<file path="src/rtl/s27_bist_pkg.sv">
// Shared types and constants for the s27 BIST sequencer.
//   state_t   : sequencer states IDLE -> INIT -> RUN -> DONE
//   LFSR_TAPS : feedback taps of the 8-bit pattern LFSR (bits 7,5,4,3)
//   MISR_TAPS : feedback taps of the 16-bit signature MISR (bits 15,13,12,10)
//   INIT_VEC  : {G3,G2,G1,G0} flush vector, forces s27 into (G5,G6,G7)=(1,0,0)
//   SIG_W     : signature width
package s27_bist_pkg;

  typedef enum logic [1:0] {
    IDLE = 2'd0,
    INIT = 2'd1,
    RUN  = 2'd2,
    DONE = 2'd3
  } state_t;

  localparam logic [7:0]  LFSR_TAPS = 8'hB8;
  localparam logic [15:0] MISR_TAPS = 16'hB400;
  localparam logic [3:0]  INIT_VEC  = 4'b0111;
  localparam int          SIG_W     = 16;

  // Fibonacci left shift; feedback is the parity of the tapped bits.
  function automatic logic [7:0] lfsr_next(input logic [7:0] l);
    return {l[6:0], ^(l & LFSR_TAPS)};
  endfunction

endpackage

</file>
<file path="src/rtl/s27_bist_ctrl_if.sv">
// Tester-side bundle between the BIST sequencer and the s27 test wrapper.
//   start      : level request to begin a test (seen only in IDLE/DONE)
//   golden_sig : expected signature
//   G17        : s27 response bit
//   G0..G3     : registered s27 stimulus
//   busy/done  : sequencer phase flags
//   pass       : signature matched golden_sig (valid while done)
//   signature  : current MISR contents
// slave is the sequencer side; master is the wrapper/tester side.
interface s27_bist_ctrl_if;
  import s27_bist_pkg::*;

  logic             start;
  logic [SIG_W-1:0] golden_sig;
  logic             G17;
  logic             G0;
  logic             G1;
  logic             G2;
  logic             G3;
  logic             busy;
  logic             done;
  logic             pass;
  logic [SIG_W-1:0] signature;

  modport master (
    output start, golden_sig, G17,
    input  G0, G1, G2, G3, busy, done, pass, signature
  );

  modport slave (
    input  start, golden_sig, G17,
    output G0, G1, G2, G3, busy, done, pass, signature
  );

endinterface

</file>
<file path="src/rtl/bist_misr.sv">
// Generic serial-input MISR.
//   clk, rst : clock, synchronous active-high reset (clears the register)
//   i_clr    : synchronous clear, same effect as reset
//   i_en     : absorb i_din this cycle
//   i_din    : serial response bit, XORed into bit 0
//   o_sig    : current register value
//   o_next   : value the register takes on the next enabled edge
module bist_misr #(
  parameter int                DATA_W = 16,
  parameter logic [DATA_W-1:0] TAPS   = '0
) (
  input  logic              clk,
  input  logic              rst,
  input  logic              i_clr,
  input  logic              i_en,
  input  logic              i_din,
  output logic [DATA_W-1:0] o_sig,
  output logic [DATA_W-1:0] o_next
);

  logic [DATA_W-1:0] r_sig;
  logic [DATA_W-1:0] w_next;

  assign w_next = {r_sig[DATA_W-2:0], ^(r_sig & TAPS)} ^ {{(DATA_W-1){1'b0}}, i_din};

  always_ff @(posedge clk) begin
    if (rst || i_clr) begin
      r_sig <= '0;
    end else if (i_en) begin
      r_sig <= w_next;
    end
  end

  assign o_sig  = r_sig;
  assign o_next = w_next;

endmodule

</file>
<file path="src/rtl/s27_bist_ctrl.sv">
// BIST sequencer for the s27 benchmark: flushes s27 with INIT_VEC, applies
// PAT_CYCLES LFSR vectors on G0..G3, compacts G17 into a MISR and compares the
// final signature against golden_sig.
//   CK, RST : shared clock, synchronous active-high reset
//   bus     : s27_bist_ctrl_if.slave (start, golden_sig, G17 in;
//             G0..G3, busy, done, pass, signature out)
// Capture timing: the vector registered at edge k feeds s27 combinationally and
// its G17 is absorbed at edge k+1, so the final vector is held through the last
// capture edge and then stays on G0..G3 in DONE.
module s27_bist_ctrl
  import s27_bist_pkg::*;
#(
  parameter int         PAT_CYCLES  = 64,
  parameter int         INIT_CYCLES = 2,
  parameter logic [7:0] LFSR_SEED   = 8'hA5
) (
  input  logic           CK,
  input  logic           RST,
  s27_bist_ctrl_if.slave bus
);

  // A zero seed would lock the LFSR, so it is replaced by 1.
  localparam logic [7:0] SEED = (LFSR_SEED == 8'h00) ? 8'h01 : LFSR_SEED;

  localparam int INIT_W = $clog2(INIT_CYCLES + 1);
  localparam int PAT_W  = $clog2(PAT_CYCLES + 1);

  localparam logic [INIT_W-1:0] INIT_LAST = INIT_W'(INIT_CYCLES - 1);
  localparam logic [PAT_W-1:0]  PAT_LAST  = PAT_W'(PAT_CYCLES - 1);

  state_t            r_state;
  state_t            w_state_nxt;
  logic [7:0]        r_lfsr;
  logic [INIT_W-1:0] r_init_cnt;
  logic [PAT_W-1:0]  r_pat_cnt;
  logic [3:0]        r_vec;
  logic              r_pass;

  logic              w_begin;
  logic              w_init_inc;
  logic              w_init_exit;
  logic              w_capture;
  logic              w_last;
  logic [SIG_W-1:0]  w_sig;
  logic [SIG_W-1:0]  w_sig_nxt;

  // Next-state and per-cycle control strobes.
  always_comb begin
    w_state_nxt = r_state;
    w_begin     = 1'b0;
    w_init_inc  = 1'b0;
    w_init_exit = 1'b0;
    w_capture   = 1'b0;
    w_last      = 1'b0;
    case (r_state)
      IDLE, DONE: begin
        if (bus.start) begin
          w_begin     = 1'b1;
          w_state_nxt = INIT;
        end
      end
      INIT: begin
        if (r_init_cnt == INIT_LAST) begin
          w_init_exit = 1'b1;
          w_state_nxt = RUN;
        end else begin
          w_init_inc = 1'b1;
        end
      end
      RUN: begin
        w_capture = 1'b1;
        if (r_pat_cnt == PAT_LAST) begin
          w_last      = 1'b1;
          w_state_nxt = DONE;
        end
      end
      default: w_state_nxt = IDLE;
    endcase
  end

  always_ff @(posedge CK) begin
    if (RST) begin
      r_state <= IDLE;
    end else begin
      r_state <= w_state_nxt;
    end
  end

  // Stage p0: stimulus register, pattern LFSR, phase counters, verdict.
  always_ff @(posedge CK) begin
    if (RST) begin
      r_lfsr     <= SEED;
      r_init_cnt <= '0;
      r_pat_cnt  <= '0;
      r_vec      <= '0;
      r_pass     <= 1'b0;
    end else begin
      if (w_begin) begin
        r_lfsr     <= SEED;
        r_init_cnt <= '0;
        r_pat_cnt  <= '0;
        r_vec      <= INIT_VEC;
        r_pass     <= 1'b0;
      end
      if (w_init_inc) begin
        r_init_cnt <= r_init_cnt + INIT_W'(1);
      end
      // A new vector goes out on INIT exit and on every capture but the last.
      if (w_init_exit || (w_capture && !w_last)) begin
        r_vec  <= r_lfsr[3:0];
        r_lfsr <= lfsr_next(r_lfsr);
      end
      if (w_capture) begin
        r_pat_cnt <= r_pat_cnt + PAT_W'(1);
      end
      // Compare against the value the MISR is about to take, so pass is
      // valid in the same cycle done rises.
      if (w_last) begin
        r_pass <= (w_sig_nxt == bus.golden_sig);
      end
    end
  end

  bist_misr #(
    .DATA_W (SIG_W),
    .TAPS   (MISR_TAPS)
  ) u_misr (
    .clk    (CK),
    .rst    (RST),
    .i_clr  (w_begin),
    .i_en   (w_capture),
    .i_din  (bus.G17),
    .o_sig  (w_sig),
    .o_next (w_sig_nxt)
  );

  assign bus.G0        = r_vec[0];
  assign bus.G1        = r_vec[1];
  assign bus.G2        = r_vec[2];
  assign bus.G3        = r_vec[3];
  assign bus.busy      = (r_state == INIT) || (r_state == RUN);
  assign bus.done      = (r_state == DONE);
  assign bus.pass      = r_pass;
  assign bus.signature = w_sig;

endmodule
</file>
<file path="src/flat_wrapper.sv">
// flat-port wrapper written by rule: the top's interface ports become plain ports
module s27_bist_ctrl_flat import s27_bist_pkg::*;
#(
  parameter int         PAT_CYCLES  = 64,
  parameter int         INIT_CYCLES = 2,
  parameter logic [7:0] LFSR_SEED   = 8'hA5
)
  (CK, RST, bus_start, bus_golden_sig, bus_G17, bus_G0, bus_G1, bus_G2, bus_G3, bus_busy, bus_done, bus_pass, bus_signature);
  s27_bist_ctrl_if bus_i ();
  input  logic CK;
  input  logic RST;
  input wire logic [$bits(bus_i.start)-1:0] bus_start;
  input wire logic [$bits(bus_i.golden_sig)-1:0] bus_golden_sig;
  input wire logic [$bits(bus_i.G17)-1:0] bus_G17;
  output wire logic [$bits(bus_i.G0)-1:0] bus_G0;
  output wire logic [$bits(bus_i.G1)-1:0] bus_G1;
  output wire logic [$bits(bus_i.G2)-1:0] bus_G2;
  output wire logic [$bits(bus_i.G3)-1:0] bus_G3;
  output wire logic [$bits(bus_i.busy)-1:0] bus_busy;
  output wire logic [$bits(bus_i.done)-1:0] bus_done;
  output wire logic [$bits(bus_i.pass)-1:0] bus_pass;
  output wire logic [$bits(bus_i.signature)-1:0] bus_signature;
  assign bus_i.start = bus_start;
  assign bus_i.golden_sig = bus_golden_sig;
  assign bus_i.G17 = bus_G17;
  assign bus_G0 = bus_i.G0;
  assign bus_G1 = bus_i.G1;
  assign bus_G2 = bus_i.G2;
  assign bus_G3 = bus_i.G3;
  assign bus_busy = bus_i.busy;
  assign bus_done = bus_i.done;
  assign bus_pass = bus_i.pass;
  assign bus_signature = bus_i.signature;
  s27_bist_ctrl #(.PAT_CYCLES(PAT_CYCLES), .INIT_CYCLES(INIT_CYCLES), .LFSR_SEED(LFSR_SEED)) u_core (.CK(CK), .RST(RST), .bus(bus_i));
endmodule
</file>
<file path="config.mk">
export PLATFORM = sky130hd
export DESIGN_NAME = s27_bist_ctrl_flat
export DESIGN_NICKNAME = d
export VERILOG_FILES = /design/src/rtl/s27_bist_pkg.sv /design/src/rtl/s27_bist_ctrl_if.sv /design/src/rtl/bist_misr.sv /design/src/rtl/s27_bist_ctrl.sv /design/src/flat_wrapper.sv
export SDC_FILE = /design/constraint.sdc
export NUM_CORES = 1
export LEC_CHECK = 0
export ABC_AREA = 1
export CAP_MARGIN = 20
export CORE_MARGIN = 2
export CORE_UTILIZATION = 46
export CTS_CLUSTER_SIZE = 16
export DETAILED_ROUTE_END_ITERATION = 6
export GPL_ROUTABILITY_DRIVEN = 0
export PLACE_DENSITY = 0.84
export REMOVE_ABC_BUFFERS = 1
export SLEW_MARGIN = 20
export SYNTH_ARGS = -nofsm -noshare
export SYNTH_HDL_FRONTEND = slang
export SYNTH_SLANG_ARGS = --single-unit
</file>
<file path="constraint.sdc">
create_clock -name CK -period 1.5 [get_ports CK]
set_input_delay 0.3 -clock CK [delete_from_list [all_inputs] [get_ports CK]]
set_output_delay 0.3 -clock CK [all_outputs]
set_load 0.1 [all_outputs]
</file>
==> impl_metrics.json <==
{
  "drt_first_iter_violations": 164,
  "antenna_found_initial": 0,
  "fp.dieH_um": 72.6,
  "clock_power_share_pct": 22.1,
  "max-cap-violations": 0,
  "period_needed_ns": 1.47,
  "cts.root.buffer_cell": "clkbuf_8",
  "max-clock-path-buffers": 2,
  "synth_area_mm2": 0.00217,
  "crit_end_element": "primary output",
  "timing.final.ws_setup_ns": 0.0311,
  "worstPathRequired_ns": 1.20,
  "yosys.cell_types.count": 29,
  "outcome": "completed",
  "postSynthRegisterBits": 39,
  "met3_wirelength_um": 236,
  "antenna_cells_inserted": 0,
  "synth_warnings": 0,
  "clk_pin_slew_ns": 0.07,
  "first_pass_grt_wire_length_um": 8310,
  "cts_sinks": 39,
  "synth-edff-count": 0,
  "fin_nets": 397,
  "slew_violations": 0,
  "dp.cells": 414,
  "area.growth.synth_to_final_pct": 38.3,
  "numCtsBuffers": 5,
  "hold_viol": 0,
  "drt-vias-per-instance": 4.97,
  "p_switching_mw": 1.89,
  "critical_path_class": "reg2out",
  "worst_pin_slew_ns": 0.319,
  "mostFrequentLayoutCell": "nand2_1",
  "drive_above_1_share_pct": 17.2,
  "detail_route.wl_per_cell_um": 11.9,
  "cp_max_fo": 2,
  "netlist_instances": 330,
  "yosysTopAreaCell": "dfxtp_1",
  "fp.dieArea_mm2": 0.00528,
  "syn_area_per_cell_um2": 6.57,
  "grt_max_degree": 18,
  "final_cell_mix": "nand2_1 (111), inv_1 (46), dfxtp_1 (37)",
  "detail_route.drc_violations": 0,
  "timing.final.setup_violations": 0,
  "wirelength_um": 5060,
  "power_density_mw_per_mm2": 1530,
  "leading_register_cell_type_out_of_synthesis": "dfxtp_1",
  "hpwlAfterDp_um": 3800,
  "vias": 2108,
  "grt_usage_pct": 20.0,
  "std_cell_rows": 24,
  "clk-insertion-delay-late_ns": 0.28,
  "start_util_pct": 48.8,
  "finish.utilization_pct": 67.5,
  "worst_max_slew_margin_expressed_relative_to_the_limit_pct": 78.7,
  "worst_ir_drop_vdd_v": 0.00130,
  "asyncSetResetFlopFracSynth_pct": 0,
  "seq_pwr_share_pct": 29.0,
  "io_pins": 43,
  "ant_nets": 0,
  "p_sw_share_pct": 41.3,
  "fmax_mhz": 681,
  "placed_cell_area_mm2": 0.00283,
  "route.top_layer_used": "met4",
  "synth_seq_area_share_pct": 36.0,
  "layout.cell_area.non_filler_mm2": 0.00300,
  "arrival_ns": 1.17,
  "placeable_area_mm2": 0.00444,
  "globalRoute.totalOverflow": 0,
  "first_pass_iters": 4,
  "post-place-ws_ns": -0.00963,
  "cts_htree_levels": 2,
  "grt_setup_unrepaired": "true",
  "fin_cells": 424,
  "kind_of_start_point_of_the_critical_path": "flop",
  "tritoncts": "yes",
  "m1WireLength_um": 2110,
  "fillCellCount": 332,
  "final_min_period_over_clock_period_pct": 97.9,
  "clock_skew_ns": 0.00458,
  "grt_pass1_vias": 2007,
  "register_area_um2": 783,
  "place.port_buffers": 42,
  "holdCritPathClass": "reg2reg",
  "internal_power_of_the_cells_mw": 2.70,
  "die_x_um": 72.6,
  "netlist_top_cells_area": "dfxtp_1 (36%), nand2_1 (19%), inv_1 (8.3%), a21oi_1 (6.9%), buf_4 (5.2%)",
  "met2_wirelength_um": 2600,
  "synth.top_cell.area_share_pct": 36.0,
  "p_leak_nw": 1.31,
  "multi_input_comb_area_mm2": 0.00106,
  "comb_power_share_pct": 48.8,
  "postCtsHoldBufs": 0
}
[final timing paths]
| path | startpoint | to | slack [ns] | depth (start not counted) |
|---|---|---|---|---|
| worst min register to register | u_core.r_lfsr[2] | u_core.r_lfsr[2] | 0.47 | 2 |
| worst min-delay path | u_core.r_lfsr[2] | u_core.r_lfsr[2] | 0.47 | 2 |
| worst max register to register | u_core.r_state[0] | u_core.r_vec[1] | 0.07 | 5 |
| worst max-delay path | u_core.r_state[0] | bus_busy | 0.03 | 4 |
[power groups by stage]
stage	logic [mW]	registers, mW	clock network (mW)
2_1_floorplan	1.06	1.60	0
3_3_place_gp	1.99	1.34	0
3_5_place_dp	2.05	1.34	0
4_1_cts	2.15	1.33	1.03
5_1_grt	2.39	1.35	1.07
6_report	2.24	1.33	1.02
[what timing repair did]
item	CTS	global route
pin swaps	0	1
gates resized for setup	4	3
setup buffers	1	1
setup endpoints to repair	2	19
[layer usage]
metal | vias to the layer above | GRT usage, %
met4 | 0 | 8.64
met2 | 68 | 35.4
met3 | 13 | 3.87
met5 | - | 0
met1 | 942 | 23.3
li1 | 1085 | -
[per-stage QoR]
stage               total power, mW  hold slack [ns]  setup TNS (ns)
floorplan                      2.66            0.369           -2.75
global placement               3.33            0.451               0
detailed placement             3.39            0.458        -0.00963
CTS                            4.52            0.475               0
global route                   4.81            0.488         -0.0513
finish                         4.59            0.470               0
[synthesized netlist by cell type, types with 4 or more instances]
cell,n
dfxtp_1,39
inv_1,48
nand2_1,111
a21oi_1,30
o21ai_1,4
inv_2,5
buf_4,15
nor2_1,27
clkbuf_1,4
ha_1,6
nand3_1,14
[critical path: stages, from the launching register on]
cell	delay, ns
dfxtp_2	0.34
inv_2	0.05
ha_4	0.25
inv_4	0.07
buf_12	0.16
[state kept, by name, indices dropped and copies added (netlist names)]
signal               flops
u_core.u_misr.o_sig     16
u_core.r_lfsr            8
u_core.r_pat_cnt         7
u_core.r_vec             3
u_core.r_init_cnt        2
u_core.r_state           2
u_core.bus.pass          1
[final cells by class]
cell class | count | share of cell area [%]
flip-flops and latches | 39 | 26.1
inverters | 53 | 6.72
well taps | 52 | 2.17
clock inverters | 2 | 2.00
repair buffers | 56 | 25.2
clock buffers | 6 | 2.42
multi-input cells | 216 | 35.4
[kinds of logic (layout without fill, tap and decap cells)]
logic type                 count (synthesis)  after routing  synth area share (%)
adders and majority gates                  6              6                  3.46
and+or+nand+nor                          164            164                  31.9
DFF                                       39             39                  36.0
xor gates and xnor gates                   4              4                  1.62
AOI/OAI and AO/OA                         42             42                  11.2
buffers and inverters                     75            117                  15.8
Power figures use the tool's default switching activity.
==> variant 1, RTL diff (same settings) <==
`PAT_CYCLES` is set to 64 in 2 places; all go to 128.
--- a/src/rtl/s27_bist_ctrl.sv
+++ b/src/rtl/s27_bist_ctrl.sv
@@ -10,7 +10,7 @@
 module s27_bist_ctrl
   import s27_bist_pkg::*;
 #(
-  parameter int         PAT_CYCLES  = 64,
+  parameter int         PAT_CYCLES  = 128,
   parameter int         INIT_CYCLES = 2,
   parameter logic [7:0] LFSR_SEED   = 8'hA5
 ) (
--- a/src/flat_wrapper.sv
+++ b/src/flat_wrapper.sv
@@ -1,7 +1,7 @@
 // flat-port wrapper written by rule: the top's interface ports become plain ports
 module s27_bist_ctrl_flat import s27_bist_pkg::*;
 #(
-  parameter int         PAT_CYCLES  = 64,
+  parameter int         PAT_CYCLES  = 128,
   parameter int         INIT_CYCLES = 2,
   parameter logic [7:0] LFSR_SEED   = 8'hA5
 )
Formal check against the unedited RTL: no difference found for any inputs over 10 cycles, from zero or initial values and one cycle with RST high; that may be too few to reach the edited logic, so the function may still have changed.
==> variant 1 against the unedited design <==
- synthesized cell count grew 3.9%
- routed wire length increased by 2.2%
- non-clock buffer count fell by 1
- sequential cell count increased by 1
- critical path depth stayed put
- hold slack better by 7.4 ps
- utilization decreased by 2.6 points
- area after synthesis up 3.9%
- worst setup slack better by 1.4 ps
- global-route usage is 0.72 points lower
- clock power is 32% lower
- total power decreased by 6.5%
- cell area up 2.3%
- first-iteration DRC count down 16%
- critical path type unchanged
- critical endpoint unchanged
- highest routed layer unchanged
==> variant 1: results (changes against the unedited design) <==
- Final wirelength: 5.17 mm (was 5.06 mm)
- First-pass GRT wire length: 8.26 mm (was 8.31 mm)
- Status: complete, no violations (unchanged)
- H-tree levels: 2 (unchanged)
- GR Util met2: 34.0% (was 35.4%)
- CTS Root Cell: clkbuf_8 (unchanged)
- Synth cell types: 28 (was 29)
- Crit path max fanout: 3 (was 2)
- Area contributors post-synth: dfxtp_1 36%, nand2_1 18%, inv_1 8.7% (was dfxtp_1 36%, nand2_1 19%, inv_1 8.3%)
- Hold crit path type: reg -> reg (unchanged)
- Static Leak: 1.30 nW (was 1.31 nW)
- Global routing met3 resource utilization: 4.74% (was 3.87%)
- Synth Flop Type: dfxtp_1 (unchanged)
- Avg Vias per Cell: 4.88 (was 4.97)
- First-iteration detailed-routing DRC count: 138 (was 164)
- Fillers: 375 (was 332)
- Clock slew at reported path FFs: 80 ps
- M1 GR Usage: 21.9% (was 23.3%)
- Vias in the first global route: 2067 (was 2007)
- Total Routing Usage GR: 19.2% (was 20.0%)
- Initial antenna violation count: 0 (unchanged)
- First-pass DRT Iterations: 5 (was 4)
- Worst-Margin Slew: 414 ps (was 319 ps)
- Diode count: 0 (unchanged)
- Post-synth top cells: 109 x nand2_1, 52 x inv_1, 40 x dfxtp_1, 28 x a21oi_1, 27 x nor2_1 (was 111 x nand2_1, 48 x inv_1, 39 x dfxtp_1, 30 x a21oi_1, 27 x nor2_1)
- Layout cell share with drive strength beyond 1: 19.6% (was 17.2%)
- Largest net degree at the start of global routing: 16 (was 18)
- Final nets: 408 (was 397)
- Clock latency on the worst-skew pair: 300 ps (was 280 ps)
- Clk_skew: 6.29 ps (was 4.58 ps)
- Sequential fraction of the synthesis area: 35.6% (was 36.0%)
- Detailed Place HPWL: 3.75 mm (was 3.80 mm)
- Placed inst area: 0.00289 mm^2 (was 0.00283 mm^2)
- P_int: 2.37 mW (was 2.70 mW)
- Peak supply drop: 1970 uV (was 1300 uV)
- Post-layout min period: 1470 ps (about the same)
-- variant 1: changes by cell type after synthesis, sizes merged, moves of 2 or more --
cell and delta:
a211oi +2, nor3 +3, inv +3, nand4 +2, a21oi -2, nand3 -2
nand2 +4
-- variant 1: path summary, 6_finish.rpt --
kind | startpoint | to | slack, ps | cells past startpoint
min | u_core.r_init_cnt[1] | u_core.r_init_cnt[1] | 480 | 2
min reg2reg | u_core.r_init_cnt[1] | u_core.r_init_cnt[1] | 480 | 2
max | u_core.r_state[0] | bus_busy | 30 | 4
max reg2reg | u_core.r_pat_cnt[0] | u_core.r_state[1] | 50 | 9
-- variant 1: what timing repair did --
action | CTS | global route
resized for setup | 7 | 12
setup endpoints to repair | 19 | 25
buffers inserted | 2 | 3
pin swaps | 1 | 3
-- variant 1: layout make-up --
class | count | share of cell area [%]
Sequential cell | 40 | 26.4
Clock buffer | 5 | 2.24
Clock inverter | 2 | 0.408
Timing Repair Buffer | 55 | 24.4
Tap cell | 67 | 2.73
Multi-Input combinational cell | 224 | 36.9
Inverter | 56 | 6.94
-- variant 1: logic make-up (layout without fill, tap and decap cells) --
family	Yosys count	in the layout	share of synthesized area (%)
simple gates	172	172	33.4
fa+ha+maj	6	6	3.34
compound gates	41	41	9.62
buf+inv	79	118	16.2
xor+xnor	5	5	1.95
flops	40	40	35.6
-- variant 1: worst max-delay path, cell delays in order, from the launching register on --
cell and delay, ps:
dfxtp_2 340, inv_2 50, ha_4 250, inv_4 70, buf_12 160
-- variant 1: power by group through the flow --
stage	Sequential (mW)	Clock [mW]	Combinational (mW)
floorplan	1.63	0	1.09
global placement	1.36	0	2.01
detailed placement	1.37	0	2.04
CTS	1.36	0.704	2.12
global route	1.38	0.742	2.42
finish	1.37	0.690	2.24
-- variant 1: routing by layer --
metal  vias up  share of wire [%]
met2        64                 49
met3        11                5.2
met5         -                  0
met1       997                 44
li1       1117                  -
met4         0                1.7
-- variant 1: stage by stage --
step / instances / setup WS [ps] / setup TNS (ps) / util, %
final: 449 / 32.5 / 0 / 64.9
after detailed placement: 437 / -56.1 / -551 / 61.2
after global routing: 449 / -23.5 / -40.9 / 64.9
after floorplan: 320 / -422 / -3310 / -
after global placement: 437 / -39.5 / -523 / 61.2
after CTS: 446 / 15.3 / 0 / 63.5
==> variant 2, RTL diff (same flow settings) <==
Without the edit above. Encoding of `state_t`: now Gray code (2 bits for 4 states).
--- a/src/rtl/s27_bist_pkg.sv
+++ b/src/rtl/s27_bist_pkg.sv
@@ -7,10 +7,10 @@
 package s27_bist_pkg;
 
   typedef enum logic [1:0] {
-    IDLE = 2'd0,
-    INIT = 2'd1,
-    RUN  = 2'd2,
-    DONE = 2'd3
+    IDLE = 2'b00,
+    INIT = 2'b01,
+    RUN  = 2'b11,
+    DONE = 2'b10
   } state_t;
 
   localparam logic [7:0]  LFSR_TAPS = 8'hB8;
Function: same outputs for any inputs over 10 cycles, from zero or initial values and one cycle with RST high; not proved beyond that.
==> variant 2 against the unedited design <==
- area after synthesis decreased by 4.6%
- sequential cell count unchanged
- cell area decreased by 1.6%
- worst setup slack got worse by 2.9 ps
- global-route usage increased by 0.84 points
- maximum frequency decreased by 0.20%
- routed wire length increased by 1.2%
Power is not compared: it rests on default switching activity, and its combinational part moved more than twofold at a synthesized area within 25%.
==> variant 2: results (changes against the unedited design) <==
- H-tree levels: 2 (unchanged)
- Port bufs: 42 (unchanged)
- Inverters, non-clock: 51 (was 53)
- Seq group: 1.15 mW
- Fillers: 322 (was 332)
- Final nets: 375 (was 397)
- Status: complete, no violations (unchanged)
- Sequential fraction of the synthesis area: 37.7% (was 36.0%)
- Remaining Overflow, GRT: 0 (unchanged)
- Detailed Place HPWL: 3.47 mm (was 3.80 mm)
- Count of multi-input gates: 195 (was 216)
- Avg Vias per Cell: 4.98 (was 4.97)
- Largest net degree at the start of global routing: 30 (was 18)
- First-iteration detailed-routing DRC count: 131 (was 164)
- Slowest cell on the critical path: dfxtp_1 (was dfxtp_2)
- CTS Root Cell: clkbuf_8 (unchanged)
- Clk_skew: 9.48 ps (was 4.58 ps)
- Worst-Margin Slew: 347 ps (was 319 ps)
- Post-synth top cells: 86 x nand2_1, 50 x inv_1, 39 x dfxtp_1, 28 x nor2_1, 27 x a21oi_1 (was 111 x nand2_1, 48 x inv_1, 39 x dfxtp_1, 30 x a21oi_1, 27 x nor2_1)
- Seq_cells: 39 (unchanged)
- First-pass GRT wire length: 8.36 mm (was 8.31 mm)
- Synth cell types: 30 (was 29)
- Arr. time, crit path: 1170 ps (about the same)
- Area contributors post-synth: dfxtp_1 38%, nand2_1 16%, inv_1 9.1% (was dfxtp_1 36%, nand2_1 19%, inv_1 8.3%)
- Crit-path leading delay family: buffers and inverters (was flip-flops)
- Worst r2r src: u_core.r_pat_cnt[0] (was u_core.r_state[0])
- Layout cell share with drive strength beyond 1: 19.8% (was 17.2%)
- Crit path max fanout: 4 (was 2)
- Clock latency on the worst-skew pair: 300 ps (was 280 ps)
- Dpl ws: -232 ps (was -9.63 ps)
- Hold path startpoint: u_core.r_init_cnt[1] (was u_core.r_lfsr[2])
- Register area: 788 um^2 (was 783 um^2)
- Nonclk buf count: 61 (was 56)
- Final wirelength: 5.12 mm (was 5.06 mm)
- Initial antenna violation count: 0 (unchanged)
- Area of the multi-input gates: 975 um^2 (was 0.00106 mm^2)
- Signal buf overhead: 26.9% (was 25.2%)
- Vias in the first global route: 1978 (was 2007)
- Total Routing Usage GR: 20.8% (was 20.0%)
- Bufs on Longest Clock Path: 2 (unchanged)
- Clock-cell share of area: 4.50% (was 4.42%)
variant 2: cell types whose count changed in the layout (fill, tap and decap cells not counted), sizes merged, moves of 3 or more:
cell | before | now
buf | 37 | 42
nand3 | 17 | 8
o21ai | 7 | 25
inv | 53 | 50
ha | 6 | 2
a21oi | 30 | 27
nand2 | 112 | 88
variant 2: metrics by stage:
stage                     cell area (um^2)  std cells  TNS (ps)  hold slack [ps]  utilization [%]
after global placement                2720        392     -2500              446             62.4
after global routing                  2950        406      -684              488             67.7
after CTS                             2920        405         0              474             67.1
after floorplan                       1910        285    -32320              369                -
final                                 2950        406         0              478             67.7
after detailed placement              2720        392     -3930              453             62.4
variant 2: metal layers:
metal | track usage (%) | share of wire (%)
met5 | 0 | 0
met4 | 10.5 | 2.2
met3 | 5.41 | 3.7
met2 | 35.5 | 52
met1 | 24.0 | 42
variant 2: path summary, 6_finish.rpt:
path                          end  slack [ps]  cells past startpoint
max                      bus_done          30                      3
min          u_core.r_init_cnt[1]         480                      2
max reg2reg      u_core.r_lfsr[5]          40                      8
min reg2reg  u_core.r_init_cnt[1]         480                      2
variant 2: worst min-delay path: stages, from the launching register on:
cell	delay, ps
dfxtp_1	320
nand2_1	70
a21oi_1	50
variant 2: kinds of logic (layout without fill, tap and decap cells):
logic type / count (synthesis) / count (layout) / synth area share (%)
DFF: 39 / 39 / 37.7
AOI/OAI and AO/OA: 57 / 57 / 14.8
adders and majority gates: 2 / 2 / 1.21
and+or+nand+nor: 132 / 132 / 27.4
buffers and inverters: 74 / 120 / 17.1
xor gates and xnor gates: 4 / 4 / 1.69
variant 2: what timing repair did:
action                                  in CTS  in global routing
endpoints found under the setup margin       6                 30
resized for setup                            9                  8
buffers inserted                             5                  1
pin swaps                                    4                  5
